<file path="src/rtl/shift_normalizer.sv">
// shift_normalizer: sequential left-normalizer with valid/ready on both sides.
// Shifts the accepted word left by one bit per cycle until it is normalized,
// then presents the normalized word, the shift count and a zero flag.
//
// Ports:
//   clk, nrst            clock, asynchronous active-low reset
//   in_valid / in_ready  input handshake (in_ready high only in IDLE)
//   i                    word to normalize
//   sgn                  signed normalization request (SHIFT_NORM_SIGNED_EN only)
//   out_valid / out_ready output handshake (out_valid high only in DONE)
//   o, n, zero           normalized word, left-shift count, input-was-zero
//
// Optional feature macro: SHIFT_NORM_SIGNED_EN (adds sgn and signed stop rule).
module shift_normalizer #(
   parameter int unsigned WIDTH = 8,
   localparam int unsigned CW = $clog2(WIDTH) + 1
) (
   input  logic             clk,
   input  logic             nrst,
   input  logic             in_valid,
   output logic             in_ready,
   input  logic [WIDTH-1:0] i,
`ifdef SHIFT_NORM_SIGNED_EN
   input  logic             sgn,
`endif
   output logic             out_valid,
   input  logic             out_ready,
   output logic [WIDTH-1:0] o,
   output logic [CW-1:0]    n,
   output logic             zero
);

   typedef enum logic [1:0] {
      IDLE  = 2'd0,
      SHIFT = 2'd1,
      DONE  = 2'd2
   } state_t;

   state_t           state;
   logic [WIDTH-1:0] data;
   logic [CW-1:0]    cnt;
   logic             sgn_mode;
   logic             all_zero;
   logic             all_one;
   logic             zero_case;
   logic             stop;

`ifdef SHIFT_NORM_SIGNED_EN
   logic sgn_q;
   assign sgn_mode = sgn_q;
`else
   assign sgn_mode = 1'b0;
`endif

   // Termination tests on the registered working word.
   assign all_zero  = (data == '0);
   assign all_one   = (data == '1);
   assign zero_case = all_zero | (sgn_mode & all_one);
   assign stop      = sgn_mode ? (data[WIDTH-1] ^ data[WIDTH-2]) : data[WIDTH-1];

   // Control FSM with registered handshake and result outputs.
   always_ff @(posedge clk or negedge nrst) begin
      if (!nrst) begin
         state     <= IDLE;
         data      <= '0;
         cnt       <= '0;
         in_ready  <= 1'b1;
         out_valid <= 1'b0;
         o         <= '0;
         n         <= '0;
         zero      <= 1'b0;
`ifdef SHIFT_NORM_SIGNED_EN
         sgn_q     <= 1'b0;
`endif
      end else begin
         case (state)
            IDLE: begin
               if (in_valid) begin
                  data     <= i;
                  cnt      <= '0;
                  in_ready <= 1'b0;
                  state    <= SHIFT;
`ifdef SHIFT_NORM_SIGNED_EN
                  sgn_q    <= sgn;
`endif
               end
            end
            SHIFT: begin
               if (zero_case) begin
                  // Unsigned zero has no MSB to find; signed 0/-1 is fully redundant.
                  cnt       <= sgn_mode ? CW'(WIDTH - 1) : CW'(WIDTH);
                  n         <= sgn_mode ? CW'(WIDTH - 1) : CW'(WIDTH);
                  o         <= data << (WIDTH - 1);
                  zero      <= all_zero;
                  out_valid <= 1'b1;
                  state     <= DONE;
               end else if (stop) begin
                  o         <= data;
                  n         <= cnt;
                  zero      <= 1'b0;
                  out_valid <= 1'b1;
                  state     <= DONE;
               end else begin
                  data <= data << 1;
                  cnt  <= cnt + CW'(1);
               end
            end
            DONE: begin
               if (out_ready) begin
                  out_valid <= 1'b0;
                  in_ready  <= 1'b1;
                  state     <= IDLE;
               end
            end
            default: begin
               out_valid <= 1'b0;
               in_ready  <= 1'b1;
               state     <= IDLE;
            end
         endcase
      end
   end

endmodule

</file>
<file path="config.mk">
export PLATFORM = sky130hd
export DESIGN_NAME = shift_normalizer
export DESIGN_NICKNAME = d
export VERILOG_FILES = /design/src/rtl/shift_normalizer.sv
export SDC_FILE = /design/constraint.sdc
export NUM_CORES = 1
export LEC_CHECK = 0
export BUFFER_PORTS_ARGS = -buffer_cell sky130_fd_sc_hd__buf_2
export CAP_MARGIN = 20
export CORE_ASPECT_RATIO = 1.2
export CORE_MARGIN = 2
export CORE_UTILIZATION = 45
export CTS_CLUSTER_SIZE = 10
export DETAILED_ROUTE_END_ITERATION = 10
export PLACE_DENSITY = 0.7
export SLEW_MARGIN = 25
export SYNTH_ARGS = -nofsm -noshare
export SYNTH_HDL_FRONTEND = slang
export SYNTH_SLANG_ARGS = --single-unit
</file>
<file path="constraint.sdc">
create_clock -name clk -period 1.65 [get_ports clk]
set_clock_uncertainty 0.05 [all_clocks]
set_input_delay 0.33 -clock clk [delete_from_list [all_inputs] [get_ports clk]]
set_output_delay 0.33 -clock clk [all_outputs]
set_load 0.01 [all_outputs]
</file>
==> metrics.yaml, run 1 <==
cts_tree: "built"
grt_pass1_wl_um: 4920
root_buffer: "clkbuf_4"
ff2ff_setup_slack_ns: 0.07
crit_arrival_ns: 1.76
cap_violations: 0
cellLeakagePower_nw: 0.855
power.total_mw: 3.27
dr.pass1.iters: 4
period_needed_ns: 1.58
drt_iter0_drc: 32
rr_worst_depth: 4
drc: 0
yosys.area_share.simple_pct: 15.9
power_frac_comb_pct: 44.7
clk_path_buf_depth: 2
fp-row-count: 21
powerDensity_nw_per_um2: 1940
numCtsBuffers: 5
clk_pin_slew_ns: 0.10
vias_per_cell: 5.45
critPathLaunchType: "flop"
grt_overflow: 0
r2r-start: "data[1]"
dp_cells: 193
crit_type: "flop to flop"
start_util_pct: 47.4
syn_to_final_growth_pct: 26.7
endpoint_kind: "flop"
antenna_cells: 0
ios: 27
yosysSeqAreaShare_pct: 54.6
post_route_cells_drive_above_1_share_pct: 34.9
crit_family: "compound AO/OA/AOI/OAI gates"
syn_area_um2: 1330
crit_start: "data[1]"
worst-path-stages: 4
synthAdderAreaFrac_pct: 0.940
dieWidth_um: 53.7
status: "completed"
synth-xor-area-share_pct: 0
synth_edf_count: 0
core_area_um2: 2810
netSwitchingPower_mw: 1.29
synthMuxAreaShare_pct: 5.08
n_fill_cell: 238
cts.htree.levels: 2
synth_top_family_by_area: "compound AO/OA/AOI/OAI gates"
dieHeight_um: 63.6
crit_fanout: 12
period_share_pct: 95.8
synthDistinctLibCells: 31
cts_num_sinks: 29
grt_pass1_vias: 1081
synthFlopType: "dfrtp_1"
syn_avg_cell_area_um2: 10.7
seqPwrFrac_pct: 39.9
clock_latency_ns: 0.34
nets: 181
avgRoutedWirePerCell_um: 14.7
die_area_um2: 3410
grt_max_degree: 30
portBuffers: 26
swShare_pct: 39.4
drt_wl_total_um: 2980
finalMaxSlewViolations: 0
ant_nets: 0
synth_compound_area_share_pct: 18.7
hold_violations: 0
syn_inst: 125
slowest_delay_ns: 0.41
place.gp.congestion: 0.803
cp_num_buf_inv: 0
hpwl_um: 2090
cp_cell_sequence: "nor4_4, nand2_1, a21o_2, a22o_1"
endpoint: "o[1]"
final_cells: 203
tightest_slew_ns: 0.635
antenna_found_initial: 0
slowest_stage: "dfrtp_1"
ir_drop_mv: 1.00
ys_ff_latch: 29
max-slew-margin-rel_pct: 57.7
vias: 1107
setup_viol_count_final: 0
yosysWarnings: 0
rr_endpoint: "o[1]"
synth_fp_nets: 138
internal_power_mw: 1.98
hp-class: "primary input to flop"
max_freq_mhz: 633
cp.required_ns: 1.83
power_frac_clock_pct: 15.4
synthArstFlopShare_pct: 100
grt_use_total_pct: 20.6
-- stage by stage --
| step | hold WS [ns] | utilization, % | worst slack, ns | instance area [µm²] | setup TNS, ns |
|---|---|---|---|---|---|
| final | 0.200 | 60.0 | 0.0699 | 1690 | 0 |
| after detailed placement | 0.339 | 56.0 | 0.0330 | 1580 | 0 |
| after floorplan | -0.0156 | - | 0.0901 | 1330 | 0 |
| after global routing | 0.222 | 60.0 | -0.00975 | 1690 | -0.00992 |
| after CTS | 0.187 | 58.9 | 0.0183 | 1660 | 0 |
| after global placement | 0.330 | 56.0 | 0.0463 | 1580 | 0 |
-- power by group through the flow --
stage	Sequential [mW]	Combinational, mW	Clock (mW)
finish	1.30	1.46	0.502
detailed placement	1.29	1.42	0
global placement	1.28	1.38	0
CTS	1.28	1.43	0.518
floorplan	1.31	0.848	0
global route	1.35	1.63	0.553
-- sequential cells by signal, indices dropped and copies added, names as in the netlist --
register	cells
out_valid	1
zero	1
state	2
n	4
in_ready	1
cnt	4
o	8
data	8
-- worst min-delay path, delay by kind of cell --
family / cells / cell delay [ns]
buffers and inverters: 1 / 0.09
AND/OR/NAND/NOR: 3 / 0.14
-- cell type report --
type | instances | area (µm²) | share of cell area (%)
Multi-Input combinational cell | 83 | 564 | 33.5
Clock inverter | 1 | 5.00 | 0.297
Tap cell | 34 | 42.5 | 2.52
Clock buffer | 7 | 65.1 | 3.86
Timing Repair Buffer | 43 | 260 | 15.4
Sequential cell | 29 | 727 | 43.1
Inverter | 6 | 22.5 | 1.34
-- timing repair --
action | CTS | global route
endpoints found under the setup margin | 0 | 18
resized for setup | 0 | 5
setup buffers | 0 | 1
hold endpoints to repair | 28 | 0
hold buffers | 1 | 0
-- cell usage in the layout (no fill, tap or decap) --
cell type and instances:
a21o_1 1, dfstp_2 1, o31ai_1 2, nand2_4 1
a2bb2oi_1 1, clkbuf_4 5, nand2b_1 3, nand4b_1 1
ha_1 1, nand3_1 2, a22o_1 11, a21o_2 1
nor4_4 2, nor2b_1 2, o21a_1 2, dfrtp_1 28
clkinv_2 1, nand3b_1 1, and3_1 1, o21ai_0 6
buf_4 16, buf_2 26, nor2_1 6, inv_2 2
a32o_1 1, dlygate4sd3_1 1, clkbuf_8 2, nand3_2 1
a21oi_1 5, o21ai_1 1, o22ai_1 1, mux2_1 6
nand2_1 20, inv_1 4, nor3_1 1, a21oi_2 1
o22a_1 2
-- synthesized netlist by cell type (2+ instances only) --
master	n	share of area, %
nand2_1	20	5.6
dfrtp_1	28	53
nor2_1	6	1.7
o21ai_0	6	2.3
buf_2	6	2.3
a21oi_1	6	2.3
nor2b_1	2	0.94
o31ai_1	2	1.1
o21a_1	2	1.1
mux2_1	6	5.1
nand3_1	3	1.1
inv_2	2	0.56
nand2b_1	3	1.4
a22o_1	11	7.2
inv_1	4	1.1
a21o_1	2	1.1
o22a_1	2	1.3
-- logic make-up (layout without fill, tap and decap cells) --
logic type      after synthesis  count (layout)
buf+inv                      13              57
simple gates                 41              41
compound gates               35              35
mux                           6               6
flops                        29              29
fa+ha+maj                     1               1
-- per-layer routing --
layer,GRT usage (%),up-vias,routed length [µm]
met5,0,-,0
met4,12.8,0,58
met3,5.45,7,165
met2,32.3,35,1510
met1,24.3,542,1250
li1,-,523,-
-- how the worst min path moves through the flow --
stage,startpoint,end,depth (start not counted)
3_5_place_dp,nrst,state[1],1
2_1_floorplan,nrst,cnt[0],0
5_1_grt,out_ready,state[1],4
4_1_cts,out_ready,state[1],4
6_report,out_ready,state[1],4
3_3_place_gp,nrst,out_valid,1
Note: power is estimated with default switching activity, not from simulation.
==> run 2, diff against run 1 <==
--- a/config.mk
+++ b/config.mk
@@ -13,6 +13,8 @@
 export CTS_CLUSTER_SIZE = 10
 export DETAILED_ROUTE_END_ITERATION = 10
 export PLACE_DENSITY = 0.7
+export REMOVE_ABC_BUFFERS = 1
+export SETUP_SLACK_MARGIN = 0.2
 export SLEW_MARGIN = 25
 export SYNTH_ARGS = -nofsm -noshare
 export SYNTH_HDL_FRONTEND = slang
==> run 2 against run 1 <==
Non-clock buffer count is 7 higher. Flip-flop and latch count is the same. Critical path depth did not move. Via count grew 2.1%. First-iteration DRC count is 50% lower. Critical path type unchanged.
==> metrics.yaml, run 2 (synthesized netlist as in run 1, its figures left out) <==
hpwl_um: 2050
nets: 188
antenna_cells: 0
rr_worst_depth: 4
start_util_pct: 47.4
reg_top3: "data: 8 flops, o: 8 flops"
clock_latency_ns: 0.33
dieWidth_um: 53.7
critPathLaunchType: "flop"
slowest_delay_ns: 0.45
crit_arrival_ns: 1.74
drc: 0
period_needed_ns: 1.58
ant_nets: 0
ff2ff_setup_slack_ns: 0.07
post_route_cells_drive_above_1_share_pct: 43.2
finalWorstSetupSlack_ns: 0.0707
fp-row-count: 21
period_share_pct: 95.7
vias_per_cell: 5.38
power_frac_clock_pct: 11.7
fin_tns_setup_ns: 0
dpl_worst_slack_ns: 0.00559
hp-class: "primary input to flop"
drt_iter0_drc: 16
rsz0062_at_grt: "true"
drt_wl_total_um: 3110
numCtsBuffers: 5
hold_violations: 0
cap_violations: 0
swShare_pct: 39.3
cts.htree.levels: 2
final_cell_mix: "dfrtp_1 (26), buf_2 (26), buf_4 (21)"
netSwitchingPower_mw: 1.36
finalMaxSlewViolations: 0
cellLeakagePower_nw: 0.913
max-slew-margin-rel_pct: 57.2
crit_family: "flip-flops"
grt_pass1_vias: 1106
rr_endpoint: "data[1]"
seqPwrFrac_pct: 37.6
portBuffers: 26
powerDensity_nw_per_um2: 1940
utilization_pct: 63.4
worst-path-stages: 4
grt_overflow: 0
tightest_slew_ns: 0.641
cp.required_ns: 1.81
grt_use_total_pct: 20.7
cts_tree: "built"
setup_viol_count_final: 0
detailed_place.area_um2: 1580
place.gp.congestion: 0.830
clk_pin_slew_ns: 0.09
crit_start: "state[0]"
root_buffer: "clkbuf_4"
vias: 1130
internal_power_mw: 2.11
core_area_um2: 2810
status: "completed"
die_area_um2: 3410
grt_pass1_wl_um: 5000
avgRoutedWirePerCell_um: 14.8
design_area_um2: 1780
cp_cell_sequence: "nand2b_1, a21oi_2, nand2_4, mux2_4"
dp_cells: 193
slowest_stage: "dfrtp_1"
endpoint_kind: "flop"
r2r-start: "state[0]"
crit_fanout: 7
grt_max_degree: 30
ios: 27
dieHeight_um: 63.6
max_freq_mhz: 633
power_frac_comb_pct: 50.8
cp_num_buf_inv: 0
cts_num_sinks: 29
antenna_found_initial: 0
crit_type: "flop to flop"
final_cells: 210
dr.pass1.iters: 4
ir_drop_mv: 1.18
clk_path_buf_depth: 2
endpoint: "data[1]"
syn_to_final_growth_pct: 33.9
-- run 2: changes by cell type in the layout (fill, tap and decap cells not counted), moves of 2 or more --
cell      previous run  this run
dfrtp_2              0         2
buf_6                0         2
mux2_4               0         6
mux2_1               6         0
dfrtp_1             28        26
clkbuf_8             2         0
buf_4               16        21
-- run 2: how the worst min path moves through the flow --
stage,slack (ns),start,depth (start not counted),to
after floorplan,-0.02,nrst,0,cnt[0]
after detailed placement,0.34,nrst,1,out_valid
after CTS,0.20,out_ready,4,state[1]
after global placement,0.33,nrst,1,out_valid
final,0.21,out_ready,4,state[1]
after global routing,0.21,out_ready,4,state[1]
-- run 2: routing by layer --
| metal | up-vias | part of all wire, % | global-route usage, % |
|---|---|---|---|
| li1 | 540 | - | - |
| met1 | 549 | 43 | 23.9 |
| met2 | 30 | 49 | 31.6 |
| met3 | 11 | 4.4 | 8.06 |
| met4 | 0 | 3.4 | 11.9 |
| met5 | - | 0 | 0 |
-- run 2: per-stage QoR --
| step | total power [mW] | hold WS, ns |
|---|---|---|
| floorplan | 2.07 | -0.0156 |
| global placement | 2.65 | 0.333 |
| detailed placement | 2.71 | 0.336 |
| CTS | 3.35 | 0.197 |
| global route | 3.70 | 0.212 |
| finish | 3.47 | 0.206 |
-- run 2: power by group through the flow --
stage                     combinational (mW)  sequential, mW  clock [mW]
after floorplan                        0.707            1.37           0
after global placement                  1.37            1.28           0
after detailed placement                1.41            1.30           0
after CTS                               1.64            1.29       0.418
after global routing                    1.91            1.34       0.453
final                                   1.76            1.30       0.405
-- run 2: what timing repair did --
item | CTS | global route
pin swaps | 5 | 3
resized for setup | 12 | 9
hold endpoints to repair | 28 | 0
setup buffers | 6 | 2
hold buffers | 1 | 0
gates cloned | 0 | 0
setup endpoints to repair | 20 | 23
-- run 2: final cells by class --
type | count | area (µm²)
fillers | 240 | 1030
multi-input cells | 83 | 617
well taps | 34 | 42.5
flip-flops and latches | 29 | 729
clock inverters | 2 | 10.0
inverters | 6 | 22.5
repair buffers | 50 | 320
clock buffers | 6 | 41.3
-- run 2: worst reg2reg max path, stage by stage, from the launching register on --
cell      delay [ns]
dfrtp_1         0.45
nand2b_1        0.21
a21oi_2         0.27
nand2_4         0.16
mux2_4          0.33
==> run 3, diff against run 2 <==
--- a/config.mk
+++ b/config.mk
@@ -12,7 +12,8 @@
 export CORE_UTILIZATION = 45
 export CTS_CLUSTER_SIZE = 10
 export DETAILED_ROUTE_END_ITERATION = 10
-export PLACE_DENSITY = 0.7
+export PLACE_DENSITY = 0.81
+export RECOVER_POWER = 50
 export REMOVE_ABC_BUFFERS = 1
 export SETUP_SLACK_MARGIN = 0.2
 export SLEW_MARGIN = 25
==> run 3 against run 2 <==
Utilization fell by 1.9 points. Die area unchanged. Critical path type unchanged. Critical endpoint is now data[6]. Sequential share of layout area up 1.1 points. Clock-buffer cell count rose by 1. Combinational power fell by 13%. Wire length shrank 1.0%. Flip-flop and latch count stayed put. Worst setup slack got worse by 0.0098 ns. Critical path depth unchanged. Global-route usage rose by 0.79 points. Hold slack gained 0.013 ns. Cell count down 1.4%.
==> metrics.yaml, run 3 (synthesized netlist as in run 1, its figures left out) <==
status: "completed"
rr_endpoint: "data[6]"
setup_viol_count_final: 0
antenna_found_initial: 0
ios: 27
drt_wl_total_um: 3080
crit_arrival_ns: 1.74
ff2ff_setup_slack_ns: 0.06
grt_overflow: 0
r2r-start: "data[1]"
reg_top3: "data: 8 flops, o: 8 flops"
finalMaxSlewViolations: 0
cellLeakagePower_nw: 0.869
vias: 1136
dieWidth_um: 53.7
design_area_um2: 1730
utilization_pct: 61.5
crit_fanout: 7
endpoint_kind: "flop"
grt_pass1_wl_um: 5190
max_freq_mhz: 629
hpwl_um: 2060
die_area_um2: 3410
syn_to_final_growth_pct: 30.0
met2_usage_pct: 34.9
rr_worst_depth: 4
detailed_place.area_um2: 1570
grt_max_degree: 30
crit_start: "data[1]"
fin_tns_setup_ns: 0
cp.required_ns: 1.81
portBuffers: 26
period_needed_ns: 1.59
clock_latency_ns: 0.33
final_cells: 207
grt_use_total_pct: 21.5
cts.htree.levels: 2
critPathLaunchType: "flop"
hold_violations: 0
busiest_layer: "met2"
place.gp.congestion: 0.826
core_area_um2: 2810
grt_use_met3_pct: 6.40
avgRoutedWirePerCell_um: 14.9
worstHoldStart: "out_ready"
clk_pin_slew_ns: 0.10
ir_drop_mv: 0.963
nets: 185
endpoint: "data[6]"
vias_per_cell: 5.49
max-slew-margin-rel_pct: 53.4
drc: 0
ant_nets: 0
hp-class: "primary input to flop"
tightest_slew_ns: 0.699
grt_use_met1_pct: 24.0
period_share_pct: 96.3
start_util_pct: 47.4
dp_cells: 192
final_cell_mix: "dfrtp_1 (28), buf_2 (23), nand2_1 (20)"
dieHeight_um: 63.6
cts_tree: "built"
crit_type: "flop to flop"
whs_ns: 0.219
drt_iter0_drc: 30
cap_violations: 0
clk_path_buf_depth: 2
root_buffer: "clkbuf_4"
antenna_cells: 0
fp-row-count: 21
post_route_cells_drive_above_1_share_pct: 35.8
final_common_cell: "dfrtp_1"
cts_num_sinks: 29
grt_pass1_vias: 1169
powerDensity_nw_per_um2: 1930
numCtsBuffers: 5
dr.pass1.iters: 4
rsz0062_at_grt: "true"
run 3: timing repair:
item / 4_1_cts / 5_1_grt
hold buffers: 1 / 0
gates resized for setup: 9 / 0
buffers inserted: 3 / 2
pin swaps: 4 / 1
endpoints found under the setup margin: 21 / 25
cloned: 1 / 0
hold endpoints to repair: 28 / 0
run 3: per-stage QoR:
stage	power [mW]	setup slack (ns)
global route	3.59	-0.0176
CTS	3.34	0.0672
finish	3.34	0.0609
floorplan	2.07	0.0873
global placement	2.63	0.000169
detailed placement	2.70	-0.0221
run 3: layout make-up:
class                   instances  area (µm²)
multi-input cells              84         592
inverters                       6        22.5
clock inverters                 1        5.00
fillers                       231        1080
repair buffers                 46         277
flip-flops and latches         29         727
clock buffers                   7        65.1
well taps                      34        42.5
run 3: how the worst min path moves through the flow:
stage | to | cells past startpoint
final | state[1] | 4
after floorplan | cnt[0] | 0
after detailed placement | data[7] | 1
after CTS | state[1] | 4
after global routing | state[1] | 4
after global placement | state[0] | 1
run 3: where the power goes:
part | total, mW | internal, mW | switching (mW)
Sequential | 1.31 | 1.02 | 0.291
Combinational | 1.53 | 0.755 | 0.774
Clock | 0.494 | 0.247 | 0.248
run 3: worst max-delay path, cell delays in order (launching register included):
cell and delay (ns):
dfrtp_1 0.42, nor4_4 0.36, nand3_2 0.16, nand2_4 0.16, mux2_1 0.33
run 3: layer usage:
metal | wire length, µm | part of all wire, % | vias up
met5 | 0 | 0 | -
met4 | 89 | 2.9 | 0
met3 | 147 | 4.8 | 13
met2 | 1620 | 53 | 38
met1 | 1220 | 40 | 548
li1 | - | - | 537
